**config.mk**
```make
export PLATFORM = sky130hd
export DESIGN_NAME = fa16_rev_seq
export DESIGN_NICKNAME = d
export VERILOG_FILES = /design/src/rtl/fa16_rev_pkg.sv /design/src/rtl/fa16_rev_settle_cnt.sv /design/src/rtl/fa16_rev_seq.sv
export SDC_FILE = /design/constraint.sdc
export NUM_CORES = 1
export LEC_CHECK = 0
export BUFFER_PORTS_ARGS = -buffer_cell sky130_fd_sc_hd__buf_4
export CORE_MARGIN = 2
export CORE_UTILIZATION = 49
export CTS_CLUSTER_SIZE = 40
export DETAILED_ROUTE_END_ITERATION = 10
export GPL_TIMING_DRIVEN = 0
export PLACE_DENSITY = 0.92
export RECOVER_POWER = 100
export SLEW_MARGIN = 0
export SYNTH_ARGS = -nofsm -noshare
export SYNTH_HDL_FRONTEND = slang
export SYNTH_SLANG_ARGS = --single-unit
export TNS_END_PERCENT = 20
```
**constraint.sdc**
```tcl
create_clock -name clk -period 2.2 [get_ports clk]
set_clock_uncertainty 0.1 [all_clocks]
set_input_delay 0.22 -clock clk [delete_from_list [all_inputs] [get_ports clk]]
set_output_delay 0.22 -clock clk [all_outputs]
set_load 0.02 [all_outputs]
```
**src/rtl/fa16_rev_pkg.sv**
```systemverilog
// fa16_rev_pkg
// Shared definitions for the reversible 16-bit adder sequencer:
//   FA_W    - datapath width of the adder operands/results
//   mode_e  - request operation code carried on req_mode
//   state_e - sequencer FSM state encoding
package fa16_rev_pkg;

    localparam int unsigned FA_W = 16;

    typedef enum logic [1:0] {
        MODE_FWD = 2'b00,
        MODE_BWD = 2'b01,
        MODE_RT  = 2'b10,
        MODE_ILL = 2'b11
    } mode_e;

    typedef enum logic [2:0] {
        ST_IDLE,
        ST_FWD_WAIT,
        ST_BWD_SETUP,
        ST_BWD_WAIT,
        ST_RESP
    } state_e;

endpackage

```
**src/rtl/fa16_rev_settle_cnt.sv**
```systemverilog
// fa16_rev_settle_cnt
// Load/decrement down-counter that times the adder settle window.
// Ports:
//   clk, rst_n - clock, asynchronous active-low reset
//   load       - load load_val (takes priority over dec)
//   load_val   - value loaded on load
//   dec        - decrement by one while non-zero
//   done       - counter is zero
module fa16_rev_settle_cnt #(
    parameter int unsigned CW = 2
) (
    input  logic          clk,
    input  logic          rst_n,
    input  logic          load,
    input  logic [CW-1:0] load_val,
    input  logic          dec,
    output logic          done
);

    logic [CW-1:0] cnt_q;

    always_ff @(posedge clk or negedge rst_n) begin
        if (!rst_n) begin
            cnt_q <= '0;
        end else if (load) begin
            cnt_q <= load_val;
        end else if (dec && (cnt_q != '0)) begin
            cnt_q <= cnt_q - 1'b1;
        end
    end

    assign done = (cnt_q == '0);

endmodule

```
**src/rtl/fa16_rev_seq.sv**
```systemverilog
// fa16_rev_seq
// Clocked sequencer for the combinational reversible adder fa16_rev_ctrl.
// Accepts FWD / BWD / round-trip (RT) requests, drives the adder operands
// and direction, waits SETTLE cycles per direction and returns the captured
// results. RT compares the recovered inputs against the originals.
// Ports:
//   clk, rst_n              - clock, asynchronous active-low reset
//   VDD, VSS                - power pins (USE_POWER_PINS only)
//   req_valid/ready/mode    - request handshake and operation code
//   req_x, req_y, req_c, req_z - request operands
//   rsp_valid/ready         - response handshake
//   rsp_x, rsp_y, rsp_c, rsp_z - result data
//   rsp_mismatch            - RT recovery failure or illegal mode
//   err_count               - saturating count of mismatch responses
//   dir                     - adder direction, 0 forward / 1 backward
//   f_* out / f_* in        - forward operands / forward results
//   r_* out / r_* in        - backward operands / backward results
module fa16_rev_seq
    import fa16_rev_pkg::*;
#(
    parameter int unsigned SETTLE = 2,
    parameter int unsigned ERRW   = 8
) (
`ifdef USE_POWER_PINS
    inout  logic            VDD,
    inout  logic            VSS,
`endif
    input  logic            clk,
    input  logic            rst_n,
    input  logic            req_valid,
    output logic            req_ready,
    input  logic [1:0]      req_mode,
    input  logic [FA_W-1:0] req_x,
    input  logic [FA_W-1:0] req_y,
    input  logic            req_c,
    input  logic            req_z,
    output logic            rsp_valid,
    input  logic            rsp_ready,
    output logic [FA_W-1:0] rsp_x,
    output logic [FA_W-1:0] rsp_y,
    output logic            rsp_c,
    output logic            rsp_z,
    output logic            rsp_mismatch,
    output logic [ERRW-1:0] err_count,
    output logic            dir,
    output logic [FA_W-1:0] f_a,
    output logic [FA_W-1:0] f_b,
    output logic            f_c0_f,
    output logic            f_z,
    input  logic [FA_W-1:0] f_s,
    input  logic [FA_W-1:0] f_a_b,
    input  logic            f_c0_b,
    input  logic            f_c15,
    output logic [FA_W-1:0] r_s,
    output logic [FA_W-1:0] r_a_b,
    output logic            r_c0_b,
    output logic            r_c15,
    input  logic [FA_W-1:0] r_a,
    input  logic [FA_W-1:0] r_b,
    input  logic            r_c0_f,
    input  logic            r_z
);

    localparam int unsigned CW = (SETTLE > 1) ? $clog2(SETTLE) : 1;

    state_e state_q, state_d;
    mode_e  mode_q;
    mode_e  req_mode_e;
    logic   accept;
    logic   cnt_load;
    logic   cnt_dec;
    logic   cnt_done;
    logic   rt_bad;

    assign req_mode_e = mode_e'(req_mode);
    assign accept     = (state_q == ST_IDLE) && req_valid;

    // The originals stay in f_* for the whole RT, so they double as the
    // reference for the recovery check.
    assign rt_bad = (r_a != f_a) || (r_b != f_b) ||
                    (r_c0_f != f_c0_f) || (r_z != f_z);

    // Counter reloads on every entry into a wait state.
    assign cnt_load = ((state_d == ST_FWD_WAIT) || (state_d == ST_BWD_WAIT)) &&
                      (state_d != state_q);
    assign cnt_dec  = (state_q == ST_FWD_WAIT) || (state_q == ST_BWD_WAIT);

    fa16_rev_settle_cnt #(
        .CW (CW)
    ) u_settle_cnt (
        .clk      (clk),
        .rst_n    (rst_n),
        .load     (cnt_load),
        .load_val (CW'(SETTLE - 1)),
        .dec      (cnt_dec),
        .done     (cnt_done)
    );

    // State register
    always_ff @(posedge clk or negedge rst_n) begin
        if (!rst_n) begin
            state_q <= ST_IDLE;
        end else begin
            state_q <= state_d;
        end
    end

    // Next-state logic
    always_comb begin
        state_d = state_q;
        unique case (state_q)
            ST_IDLE: begin
                if (req_valid) begin
                    unique case (req_mode_e)
                        MODE_FWD, MODE_RT: state_d = ST_FWD_WAIT;
                        MODE_BWD:          state_d = ST_BWD_SETUP;
                        default:           state_d = ST_RESP;
                    endcase
                end
            end
            ST_FWD_WAIT: begin
                if (cnt_done) begin
                    state_d = (mode_q == MODE_RT) ? ST_BWD_SETUP : ST_RESP;
                end
            end
            ST_BWD_SETUP: state_d = ST_BWD_WAIT;
            ST_BWD_WAIT: begin
                if (cnt_done) begin
                    state_d = ST_RESP;
                end
            end
            ST_RESP: begin
                if (rsp_ready) begin
                    state_d = ST_IDLE;
                end
            end
            default: state_d = ST_IDLE;
        endcase
    end

    // Outputs decoded from the registered state, so reset drops dir at once.
    always_comb begin
        req_ready = (state_q == ST_IDLE);
        rsp_valid = (state_q == ST_RESP);
        dir       = (state_q == ST_BWD_WAIT);
    end

    // Operand, capture and error-count registers
    always_ff @(posedge clk or negedge rst_n) begin
        if (!rst_n) begin
            mode_q       <= MODE_FWD;
            f_a          <= '0;
            f_b          <= '0;
            f_c0_f       <= 1'b0;
            f_z          <= 1'b0;
            r_s          <= '0;
            r_a_b        <= '0;
            r_c0_b       <= 1'b0;
            r_c15        <= 1'b0;
            rsp_x        <= '0;
            rsp_y        <= '0;
            rsp_c        <= 1'b0;
            rsp_z        <= 1'b0;
            rsp_mismatch <= 1'b0;
            err_count    <= '0;
        end else begin
            if (accept) begin
                mode_q <= req_mode_e;
                unique case (req_mode_e)
                    MODE_FWD, MODE_RT: begin
                        f_a    <= req_x;
                        f_b    <= req_y;
                        f_c0_f <= req_c;
                        f_z    <= req_z;
                    end
                    MODE_BWD: begin
                        r_s    <= req_x;
                        r_a_b  <= req_y;
                        r_c0_b <= req_c;
                        r_c15  <= req_z;
                    end
                    default: begin
                        rsp_x        <= '0;
                        rsp_y        <= '0;
                        rsp_c        <= 1'b0;
                        rsp_z        <= 1'b0;
                        rsp_mismatch <= 1'b1;
                    end
                endcase
            end

            if ((state_q == ST_FWD_WAIT) && cnt_done) begin
                if (mode_q == MODE_RT) begin
                    r_s    <= f_s;
                    r_a_b  <= f_a_b;
                    r_c0_b <= f_c0_b;
                    r_c15  <= f_c15;
                end else begin
                    rsp_x        <= f_s;
                    rsp_y        <= f_a_b;
                    rsp_c        <= f_c0_b;
                    rsp_z        <= f_c15;
                    rsp_mismatch <= 1'b0;
                end
            end

            if ((state_q == ST_BWD_WAIT) && cnt_done) begin
                rsp_x        <= r_a;
                rsp_y        <= r_b;
                rsp_c        <= r_c0_f;
                rsp_z        <= r_z;
                rsp_mismatch <= (mode_q == MODE_RT) && rt_bad;
            end

            if ((state_q == ST_RESP) && rsp_ready && rsp_mismatch &&
                (err_count != '1)) begin
                err_count <= err_count + 1'b1;
            end
        end
    end

endmodule

```
# Word level (Yosys, flattened, before mapping)
# Index checks and enable logic that the tools add are counted.
word_totals:
  reg_bits: 117
  wordCells: 105
classes:
  addsub: 2
  n_eq_ne: 15
  n_mux: 50
  bitwise_logic: 1
  n_reduce_logical: 20
ops:
  columns: ["cell", "count"]
  rows:
  - ["$mux W16", 18]
  - ["$ne A16 B16 Y1", 2]
  - ["$mux W1", 25]
  - ["$mux W3", 5]
  - ["$pmux W3 S5", 1]
  - ["$eq A3 B2 Y1 const B", 3]
  - ["$logic_and A1 B1 Y1", 9]
  - ["$add A8 B1 Y8 const B", 1]
  - ["$ne A8 B8 Y1 const B", 1]
  - ["$eq A3 B1 Y1 const B", 2]
  - ["$pmux W3 S2", 1]
  - ["$logic_or A1 B1 Y1", 5]
  - ["$eq A2 B2 Y1 const B", 2]
  - ["$eq A3 B3 Y1 const B", 1]
  - ["$logic_not A3 Y1", 1]
  - ["$ne A3 B3 Y1", 1]
  - ["$reduce_or A3 Y1", 1]
  - ["$eq A2 B1 Y1 const B", 1]
  - ["$logic_not A2 Y1", 1]
  - ["$ne A1 B1 Y1", 2]
  - ["$reduce_and A2 Y1", 1]
  - ["$reduce_bool A2 Y1", 1]
  - ["$reduce_or A2 Y1", 1]
  - ["$not A1 Y1", 1]
  - ["$sub A1 B1 Y1 const B", 1]

# Longest topological paths before layout
# Gate-level depths: netlist of run 1.
depth:
  depth_word: 9
  mapped_depth: 8
  mapped_depth_nobuf: 6

# By module
# From an unflattened synthesis of run 1, not the netlist that was laid out.
unflattened:
  hier_cells: 529
  area_unflattened_um2: 5888.1
by_module_without_submodules:
  columns: ["module", "n_inst", "cells_per_inst", "area_each_um2", "seq_area_each_um2"]
  rows:
  - ["fa16_rev_seq", 1, 525, 5843.1, 2902.8]
  - ["fa16_rev_settle_cnt", 1, 4, 45.0, 25.0]

# Worst setup path before layout of run 1
# No wires, ideal clock.
synth_path:
  kind: "reg-to-reg"
  from: "register state_q[1]"
  to: "register err_count[6]"
  setup_ps: 129
  t_arrival_ps: 1932
  path_slack_ps: 38
  path_stages_with_launch: 7
  path_buffers: 1
  cell_sequence: "dfrtp_1 > buf_4 > nor3b_1 > o2111a_2 > and3_1 > nand4_1 > xnor2_1"
synth_between:
  elab_chain_len: 4
synth_lines:
  columns: ["item", "line", "text"]
  rows:
  - ["start, declared", "fa16_rev_seq.sv:66", "state_e state_q, state_d;"]
  - ["start signal, assigned", "fa16_rev_seq.sv:104", "state_q <= state_d;"]
  - ["$eq A3 B3 Y1", null, null]
  - ["via rsp_valid", "fa16_rev_seq.sv:37", "output logic rsp_valid,"]
  - ["$logic_and A1 B1 Y1 (3 in a row)", "fa16_rev_seq.sv:215", "if ((state_q == ST_RESP) && rsp_ready && rsp_mismatch &&"]
  - ["end signal, assigned", "fa16_rev_seq.sv:217", "err_count <= err_count + 1'b1;"]
  - ["end, declared", "fa16_rev_seq.sv:44", "output logic [ERRW-1:0] err_count,"]
# The timed path passes the listed nets, and every way through them passes these cells.
# A chain may end at the register's enable or synchronous reset.

# Worst setup path in the final report of run 1
layout_path:
  from: "register state_q[1]"
  to: "register f_a[0]"
layout_between:
  elab_chain_len: 3
layout_lines:
  columns: ["item", "line", "text"]
  rows:
  - ["$logic_not A3 Y1", "fa16_rev_seq.sv:76", "assign accept = (state_q == ST_IDLE) && req_valid;"]
  - ["$logic_and A1 B1 Y1", "fa16_rev_seq.sv:76", null]
  - ["$reduce_and A2 Y1 (no source line)", null, null]
  - ["end signal, assigned", "fa16_rev_seq.sv:171", "f_a <= req_x;"]
  - ["end, declared", "fa16_rev_seq.sv:46", "output logic [FA_W-1:0] f_a,"]
# Every way passes these cells.

==> results of run 1 <==
registers in the layout, summed over array words and instances (netlist names), 2 cells and up:
signal,count
rsp_y,16
f_b,16
rsp_x,16
f_a,16
state_q,3
r_a_b,16
mode_q,2
r_s,16
err_count,8
cell families (layout without fill, tap and decap cells):
kind of cell,count (synthesis),in the layout,synth area share [%]
and+or+nand+nor,142,142,11.4
xor gates and xnor gates,41,41,6.41
other,0,1,0
DFF,117,117,52.3
AOI/OAI and AO/OA,78,78,12.9
buffers and inverters,28,385,3.24
muxes,71,71,13.5
adders and majority gates,1,1,0.223
power groups by stage:
| stage | clock network, mW | registers, mW | logic (mW) |
|---|---|---|---|
| floorplan | 0 | 5.03 | 2.23 |
| global placement | 0 | 3.94 | 5.66 |
| detailed placement | 0 | 4.01 | 5.82 |
| CTS | 2.56 | 3.99 | 6.00 |
| global route | 2.68 | 4.13 | 5.70 |
| finish | 2.55 | 4.02 | 5.35 |
how the worst max path moves through the flow:
stage | slack [ns] | from | to
2_1_floorplan | 0.04 | state_q[1] | err_count[6]
3_3_place_gp | -0.10 | state_q[2] | r_a_b[14]
3_5_place_dp | -0.11 | state_q[2] | r_s[2]
4_1_cts | 0.01 | state_q[2] | rsp_y[14]
5_1_grt | -0.05 | r_a[9] | rsp_mismatch
6_report | 0.01 | state_q[1] | f_a[0]
critical path, stage by stage (launching register included):
cell,delay [ns]
dfrtp_1,0.36
buf_4,0.18
nor3_4,0.24
nand2_1,0.21
nor2_4,0.32
buf_4,0.29
mux2_2,0.36
cells in the mapped netlist:
cell,number
dfrtp_1,117
nor2_1,105
a21oi_1,36
mux2_2,36
mux2i_1,35
xor2_1,35
a221oi_2,29
clkbuf_1,9
nor4_1,8
buf_2,7
buf_4,6
buf_6,6
xnor2_1,6
a221oi_1,5
nand2_1,5
nand3_1,4
nand4_1,4
and2_1,2
and3_1,2
nand2b_1,2
nor2b_1,2
nor3b_1,2
a21o_1,1
a21oi_2,1
ha_1,1
nand2b_2,1
nand3b_1,1
nor2_2,1
nor3_4,1
nor4_4,1
o2111a_2,1
o21ai_0,1
o22ai_1,1
o311ai_0,1
o31a_1,1
o31ai_1,1
or2b_1,1
cell type report:
cell class                 instances  share of cell area, %
sequential                       117                   33.8
multi-input combinational        333                   29.0
timing repair buffer             326                   26.6
clock buffer                      21                   5.32
buffer                            28                   2.17
tap                              143                   2.07
clock inverter                    10                  0.954
antenna                            1                 0.0289
routing by layer:
metal	up-vias	share of wire [%]
li1	2397	-
met1	2731	37
met2	338	51
met3	104	6.3
met4	0	5.8
met5	-	0
repair_timing:
action,4_1_cts,5_1_grt
buffers inserted,0,2
gates cloned,0,0
endpoints found under the hold margin,155,0
pin swaps,0,1
setup endpoints to repair,57,70
hold buffers,102,0
gates resized for setup,3,7
metrics by stage:
| step | utilization (%) | area [sq um] |
|---|---|---|
| 2_1_floorplan | - | 5600 |
| 3_3_place_gp | 66.0 | 7440 |
| 3_5_place_dp | 66.2 | 7470 |
| 4_1_cts | 80.2 | 9040 |
| 5_1_grt | 76.8 | 8650 |
| 6_report | 76.8 | 8650 |
==> results.py, run 1 <==
metrics = {
    "min_path": {
        "min_from": "f_s[2]",
        "holdPathStages": 3,
        "hold_end": "rsp_x[2]",
        "hold_class": "input port to register",
    },
    "pwr": {
        "powerDensity_nw_per_um2": 1380,
        "internal_power_mw": 6.82,
        "p_comb_share_pct": 44.9,
        "ir_drop_uv": 759,
        "switching_share_pct": 42.8,
        "seqPwrFrac_pct": 33.7,
        "clkPwrFrac_pct": 21.4,
        "switchingPower_mw": 5.11,
        "p_leak_nw": 4.03,
        "power_mw": 11.9,
    },
    "final_layout": {
        "drive_above_1_share_pct": 28.3,
        "syn2layout_area_growth_pct": 54.5,
        "regArea_sq_um": 2930,
        "final_common_cell": "clkbuf_1",
        "layout_common_cells": "clkbuf_1 (120), dfrtp_1 (117), buf_4 (116), nor2_1 (105), dlygate4sd3_1 (102)",
        "nFillCells": 760,
        "multi_input_area_sq_um": 2510,
        "instances_no_fill": 979,
        "finalNetCount": 932,
    },
    "cts": {
        "cts.clk_slew.worst_paths_ns": 0.05,
        "cts_root_buf": "clkbuf_16",
        "clkLatencyLatePin_ns": 0.40,
        "cts.sink_count": 117,
        "cts_max_level": 4,
        "cts_max_path_buffers": 2,
        "cts-buffers-inserted": 17,
        "cts_tree": "built",
    },
    "synth": {
        "yosys-top-cells-area": "dfrtp_1 (52%), a221oi_2 (7.8%), mux2_2 (7.2%), nor2_1 (7.0%), mux2i_1 (6.3%)",
        "synth_top_area_share_pct": 52.3,
        "ys_ff_latch": 117,
        "syn_avg_cell_area_sq_um": 11.7,
        "syn_nets": 587,
        "synth_cell_types": 37,
        "syn-cell-area_sq_um": 5600,
        "synthesis.instances": 478,
        "ys_warn_count": 0,
        "yosysSeqAreaShare_pct": 52.3,
        "yosysTopAreaCell": "dfrtp_1",
    },
    "detailed_routing": {
        "vias": 5570,
        "vias_per_cell": 5.69,
        "dr.pass1.iters": 5,
        "postRouteAntennaNets": 0,
        "drc_errors": 0,
        "wl_um": 20600,
        "drt_iter0_markers": 353,
        "wl_per_cell_um": 21.1,
    },
    "setup_path": {
        "r2r_slack_ns": 0.01,
        "required_ns": 2.38,
        "reg2reg_from": "state_q[1]",
        "r2r_cells": 6,
        "crit_type": "register to register",
        "crit_path_start_kind": "register",
        "critPathMaxFanout": 10,
        "worstReg2RegEnd": "f_a[0]",
        "arrival_ns": 2.37,
        "cp-end-kind": "register",
    },
    "die": {
        "rows": 39,
        "core_region_area_sq_um": 11300,
        "pin_count": 222,
        "die_w_um": 111,
        "die_area_sq_um": 12300,
        "start_util_pct": 49.7,
        "chipHeight_um": 111,
    },
    "global_routing": {
        "grt_max_degree": 61,
        "use_met2_pct": 58.0,
        "grt.overflow.total": 0,
        "use_met3_pct": 7.16,
        "antenna_found_initial": 1,
        "use_met1_pct": 38.4,
        "grt_pass1_wl_um": 31900,
        "grtUsageTotal_pct": 33.5,
        "grt_pass1_vias": 6012,
        "top_usage_layer": "met2",
    },
    "sta": {
        "setup_viol": 0,
        "whs_ns": 0.0155,
        "slew_headroom_pct": -1.64,
        "finalSetupTns_ns": 0,
        "finalHoldViolations": 0,
        "min_period_over_period_pct": 99.4,
        "final.setup.worst_slack_ns": 0.0128,
        "final_max_slew_viol_count": 58,
        "period_needed_ns": 2.19,
        "rsz0062_at_grt": "true",
        "tightestPinTransition_ns": 1.52,
        "max_freq_mhz": 457,
    },
    "placed_design": {
        "dp_slack_ns": -0.112,
        "hpwlAfterDp_um": 13200,
        "place_inst": 843,
        "gp_congestion": 0.923,
        "numPortBuffers": 221,
    },
    "run": {
        "maxCapViolCount": 1,
    },
    "run_status": {
        "status": "finished with violations",
        "violations": "max-capacitance violations, max-slew violations",
    },
}
Note: power is estimated with default switching activity, not from simulation.
==> inputs of run 2 (changes only) <==
--- a/config.mk
+++ b/config.mk
@@ -5,15 +5,15 @@
 export SDC_FILE = /design/constraint.sdc
 export NUM_CORES = 1
 export LEC_CHECK = 0
-export BUFFER_PORTS_ARGS = -buffer_cell sky130_fd_sc_hd__buf_4
 export CORE_MARGIN = 2
-export CORE_UTILIZATION = 49
+export CORE_UTILIZATION = 55
 export CTS_CLUSTER_SIZE = 40
 export DETAILED_ROUTE_END_ITERATION = 10
+export DONT_BUFFER_PORTS = 1
 export GPL_TIMING_DRIVEN = 0
-export PLACE_DENSITY = 0.92
+export PLACE_DENSITY = 0.81
 export RECOVER_POWER = 100
-export SLEW_MARGIN = 0
+export SLEW_MARGIN = 10
 export SYNTH_ARGS = -nofsm -noshare
 export SYNTH_HDL_FRONTEND = slang
 export SYNTH_SLANG_ARGS = --single-unit
==> results.py, run 2 (same netlist as run 1, synthesis figures left out) <==
metrics = {
    "die": {
        "die_w_um": 105,
        "start_util_pct": 57.0,
        "core_region_area_sq_um": 9820,
        "die_area_sq_um": 11000,
        "rows": 36,
        "chipHeight_um": 105,
        "pin_count": 222,
    },
    "detailed_routing": {
        "top_layer_used": "met4",
        "drt_iter0_markers": 323,
        "route.met3.wl_um": 2120,
        "dr.pass1.iters": 4,
        "vias_per_cell": 6.16,
        "wl_met1_um": 6860,
        "postRouteAntennaNets": 0,
        "vias": 4635,
        "drc_errors": 0,
        "met2_length_um": 9060,
        "wl_per_cell_um": 25.0,
        "wl_um": 18800,
    },
    "global_routing": {
        "grtUsageTotal_pct": 35.0,
        "grt_max_degree": 118,
        "grt_pass1_wl_um": 29000,
        "grt.overflow.total": 0,
        "grt_pass1_vias": 5119,
        "antenna_found_initial": 0,
    },
    "cts": {
        "cts.sink_count": 117,
        "cts-buffers-inserted": 17,
        "cts.clk_slew.worst_paths_ns": 0.05,
        "cts_max_path_buffers": 2,
        "cts_root_buf": "clkbuf_8",
        "cts_max_level": 4,
        "clkLatencyLatePin_ns": 0.51,
        "ctsHoldBuffers": 108,
        "cts_tree": "built",
    },
    "setup_path": {
        "path_delay_family": "simple AND/OR/NAND/NOR gates",
        "crit_type": "register to register",
        "crit_path_top_delay_cell": "dfrtp_1",
        "required_ns": 2.46,
        "path_cells": "nor3_4 -> and3_2 -> nand2b_1 -> buf_4 -> buf_6 -> mux2i_1 -> a21oi_1",
        "critPathBufInv": 2,
        "max_stage_delay_ns": 0.45,
        "arrival_ns": 2.41,
        "critPathMaxFanout": 10,
        "crit_path_start_kind": "register",
        "cp-end-kind": "register",
    },
    "pwr": {
        "p_leak_nw": 3.41,
        "ir_drop_uv": 882,
        "powerDensity_nw_per_um2": 1510,
    },
    "final_layout": {
        "nFillCells": 596,
        "finalNetCount": 717,
        "regArea_sq_um": 2930,
        "drive_above_1_share_pct": 20.8,
        "multi_input_area_sq_um": 2530,
        "layout_common_cells": "dfrtp_1 (116), dlygate4sd3_1 (108), nor2_1 (105), a21oi_1 (36), mux2_2 (36)",
        "syn2layout_area_growth_pct": 33.7,
        "instances_no_fill": 752,
        "final_common_cell": "dfrtp_1",
        "n_antenna_cell": 0,
    },
    "sta": {
        "min_period_over_period_pct": 97.3,
        "slew_headroom_pct": 53.7,
        "finalHoldViolations": 117,
        "finalSetupTns_ns": 0,
        "final_max_slew_viol_count": 0,
        "rsz0062_at_grt": "true",
        "period_needed_ns": 2.14,
        "max_freq_mhz": 467,
        "final.setup.worst_slack_ns": 0.0592,
        "whs_ns": -0.693,
        "tightestPinTransition_ns": 0.694,
        "setup_viol": 0,
    },
    "run_status": {
        "status": "finished with violations",
        "violations": "negative hold slack",
    },
    "placed_design": {
        "dp_slack_ns": -0.226,
        "hpwlAfterDp_um": 11700,
        "place_inst": 611,
        "gp_congestion": 0.860,
        "numPortBuffers": 0,
    },
    "run": {
        "maxCapViolCount": 0,
    },
    "min_path": {
        "hold_class": "input port to asynchronous set/reset pin",
    },
}
-- run 2: cell type report --
cell class	instances	share of cell area (%)
buffer	28	2.46
sequential	117	39.1
clock inverter	3	0.869
clock buffer	27	6.83
tap	133	2.22
multi-input combinational	333	33.8
timing repair buffer	111	14.7
-- run 2: path summary, 6_finish.rpt --
path	startpoint	end	depth (start not counted)	slack [ns]
max	state_q[2]	r_s[12]	7	0.06
min	rst_n	f_b[8]	0	-0.69
max reg2reg	state_q[2]	r_s[12]	7	0.06
min reg2reg	mode_q[0]	mode_q[0]	1	0.39
max in group asynchronous	rst_n	rsp_y[14]	0	2.44
min in group clk	req_mode[0]	f_b[0]	3	0.05
-- run 2: stage by stage --
step | power, mW | instance area [sq um] | util, %
floorplan | 7.26 | 5600 | -
global placement | 7.96 | 5770 | 58.7
detailed placement | 8.17 | 5770 | 58.7
CTS | 11.1 | 7440 | 75.8
global route | 11.8 | 7490 | 76.3
finish | 11.3 | 7490 | 76.3
-- run 2: where the power goes --
| part | internal [mW] | total, mW | switching, mW | leakage (nW) |
|---|---|---|---|---|
| sequential | 3.15 | 5.40 | 2.25 | 1.42 |
| combinational | 1.58 | 3.22 | 1.64 | 1.71 |
| clock | 1.78 | 2.71 | 0.927 | 0.284 |
-- run 2: worst register-to-register path, stage by stage, from the launching register on --
cell and delay [ns]:
dfrtp_1 0.45, nor3_4 0.38, and3_2 0.29, nand2b_1 0.06, buf_4 0.19, buf_6 0.17, mux2i_1 0.23, a21oi_1 0.13
-- run 2: metal layers --
metal / track usage (%) / vias up
li1: - / 1967
met1: 40.2 / 2289
met2: 56.1 / 315
met3: 14.0 / 64
met4: 18.6 / 0
met5: 0 / -
-- run 2: timing repair --
item / 4_1_cts / 5_1_grt
gates resized for setup: 3 / 10
buffers inserted: 1 / 2
setup endpoints to repair: 49 / 89
endpoints found under the hold margin: 226 / 117
pin swaps: 1 / 2
==> inputs of run 3 (changes only) <==
--- a/config.mk
+++ b/config.mk
@@ -5,6 +5,7 @@
 export SDC_FILE = /design/constraint.sdc
 export NUM_CORES = 1
 export LEC_CHECK = 0
+export CAP_MARGIN = 20
 export CORE_MARGIN = 2
 export CORE_UTILIZATION = 55
 export CTS_CLUSTER_SIZE = 40
==> constraint.sdc (replaced) <==
create_clock -name clk -period 2.2 [get_ports clk]
set_clock_uncertainty 0.1 [all_clocks]
set_input_delay 0.44 -clock clk [delete_from_list [all_inputs] [get_ports clk]]
set_output_delay 0.44 -clock clk [all_outputs]
set_load 0.1 [all_outputs]
==> results.py, run 3 (same netlist as run 1, synthesis figures left out) <==
metrics = {
    "run_status": {
        "status": "finished with violations",
        "violations": "negative hold slack, negative setup slack",
    },
    "placed_design": {
        "post_dp_cell_area_sq_um": 5800,
        "numPortBuffers": 0,
        "place_inst": 611,
        "hpwlAfterDp_um": 11800,
        "gp_congestion": 0.843,
    },
    "sta": {
        "min_period_over_period_pct": 125,
        "final.setup.worst_slack_ns": -0.558,
        "period_needed_ns": 2.76,
        "max_freq_mhz": 363,
        "tightestPinTransition_ns": 1.15,
        "rsz0062_at_grt": "true",
        "slew_headroom_pct": 23.0,
        "whs_ns": -0.478,
        "final_max_slew_viol_count": 0,
        "finalHoldViolations": 117,
        "setup_viol": 117,
    },
    "setup_path": {
        "reg2reg_from": "state_q[0]",
        "required_ns": 2.53,
        "critPathMaxFanout": 10,
        "path_delay_family": "simple AND/OR/NAND/NOR gates",
        "cp-endpoint": "r_a_b[12]",
        "crit_path_start_kind": "register",
        "crit_type": "register to register",
        "worstReg2RegEnd": "r_a_b[12]",
        "path_cells": "nor3_4 -> and3_4 -> nand2b_1 -> buf_6 -> buf_12 -> mux2i_4 -> a21oi_2",
        "arrival_ns": 3.09,
        "r2r_slack_ns": -0.56,
        "max_stage_delay_ns": 0.93,
        "critPathBufInv": 2,
        "crit_path_start": "state_q[0]",
        "r2r_cells": 7,
        "timing.critical_path.depth": 7,
        "crit_path_top_delay_cell": "nor3_4",
        "cp-end-kind": "register",
    },
    "global_routing": {
        "antenna_found_initial": 0,
        "top_usage_layer": "met2",
        "grt_max_degree": 118,
        "use_met3_pct": 13.5,
        "grtUsageTotal_pct": 37.1,
        "use_met2_pct": 60.4,
        "grt_pass1_wl_um": 30600,
        "use_met1_pct": 43.2,
        "grt.overflow.total": 0,
        "grt_pass1_vias": 5357,
    },
    "die": {
        "chipHeight_um": 105,
        "die_w_um": 105,
        "core_region_area_sq_um": 9820,
        "die_area_sq_um": 11000,
        "rows": 36,
        "pin_count": 222,
        "start_util_pct": 57.0,
    },
    "final_layout": {
        "drive_above_1_share_pct": 25.7,
        "n_antenna_cell": 0,
        "design_area_sq_um": 7880,
        "final_common_cell": "dfrtp_1",
        "instances_no_fill": 763,
        "layout_common_cells": "dfrtp_1 (109), nor2_1 (105), dlygate4sd3_1 (103), xor2_1 (35), a21oi_1 (32)",
        "finalNetCount": 729,
        "syn2layout_area_growth_pct": 40.7,
    },
    "cts": {
        "clkLatencyLatePin_ns": 0.51,
        "cts_max_level": 4,
        "cts_tree": "built",
        "cts-buffers-inserted": 17,
        "cts.sink_count": 117,
        "cts_max_path_buffers": 2,
        "cts.clk_slew.worst_paths_ns": 0.06,
        "cts_root_buf": "clkbuf_8",
    },
    "detailed_routing": {
        "wl_um": 20200,
        "drt_iter0_markers": 328,
        "dr.pass1.iters": 5,
        "vias": 4826,
        "vias_per_cell": 6.33,
        "wl_per_cell_um": 26.4,
        "drc_errors": 0,
        "postRouteAntennaNets": 0,
    },
    "run": {
        "maxCapViolCount": 0,
    },
    "min_path": {
        "hold_class": "input port to asynchronous set/reset pin",
    },
}
## run 3: cell count changes in the layout (fill, tap and decap cells not counted), moves of 6 or more
cell     change
buf_12       +9
dfrtp_2      +7
mux2_4      +29
mux2i_1      -6
dfrtp_1      -7
mux2_2      -29
## run 3: cell type report
type / count / area, sq um
Buffer: 28 / 256
Clock buffer: 24 / 490
Clock inverter: 5 / 25.0
Fill cell: 562 / 1940
Multi-Input combinational cell: 333 / 2730
Sequential cell: 117 / 2940
Tap cell: 133 / 166
Timing Repair Buffer: 123 / 1270
## run 3: timing repair
action,4_1_cts,5_1_grt
setup buffers,13,3
setup endpoints to repair,117,120
gates cloned,4,0
hold endpoints to repair,217,118
pin swaps,32,21
hold buffers,102,1
resized for setup,54,28
## run 3: worst min-delay path by stage
| stage | startpoint | to | slack (ns) | cells after the start |
|---|---|---|---|---|
| 2_1_floorplan | rst_n | err_count[0] | 0.04 | 0 |
| 3_3_place_gp | rst_n | f_c0_f | 0.05 | 0 |
| 3_5_place_dp | rst_n | rsp_c | 0.05 | 0 |
| 4_1_cts | rst_n | rsp_c | -0.50 | 0 |
| 5_1_grt | rst_n | mode_q[1] | -0.50 | 0 |
| 6_report | rst_n | rsp_y[2] | -0.48 | 0 |
## run 3: stage by stage
stage | utilization (%) | setup WS (ns) | setup TNS [ns] | hold slack [ns]
floorplan | - | -0.288 | -25.34 | 0.0444
global placement | 59.1 | -0.555 | -47.33 | 0.0482
detailed placement | 59.1 | -0.572 | -49.52 | 0.0474
CTS | 78.7 | -0.479 | -46.66 | -0.496
global route | 80.3 | -0.586 | -57.60 | -0.499
finish | 80.3 | -0.558 | -52.11 | -0.478
## run 3: per-layer routing
layer / up-vias / part of all wire [%]
li1: 1988 / -
met1: 2412 / 36
met2: 359 / 50
met3: 67 / 11
met4: 0 / 3.5
met5: - / 0
## run 3: worst register-to-register path: stages, from the launching register on
cell and delay, ns:
dfrtp_2 0.48, nor3_4 0.93, and3_4 0.39, nand2b_1 0.08, buf_6 0.15, buf_12 0.16, mux2i_4 0.20, a21oi_2 0.20
Power of run 3 is not shown: default switching activity piles up to over one toggle a cycle in this logic, so the estimate is an artifact.
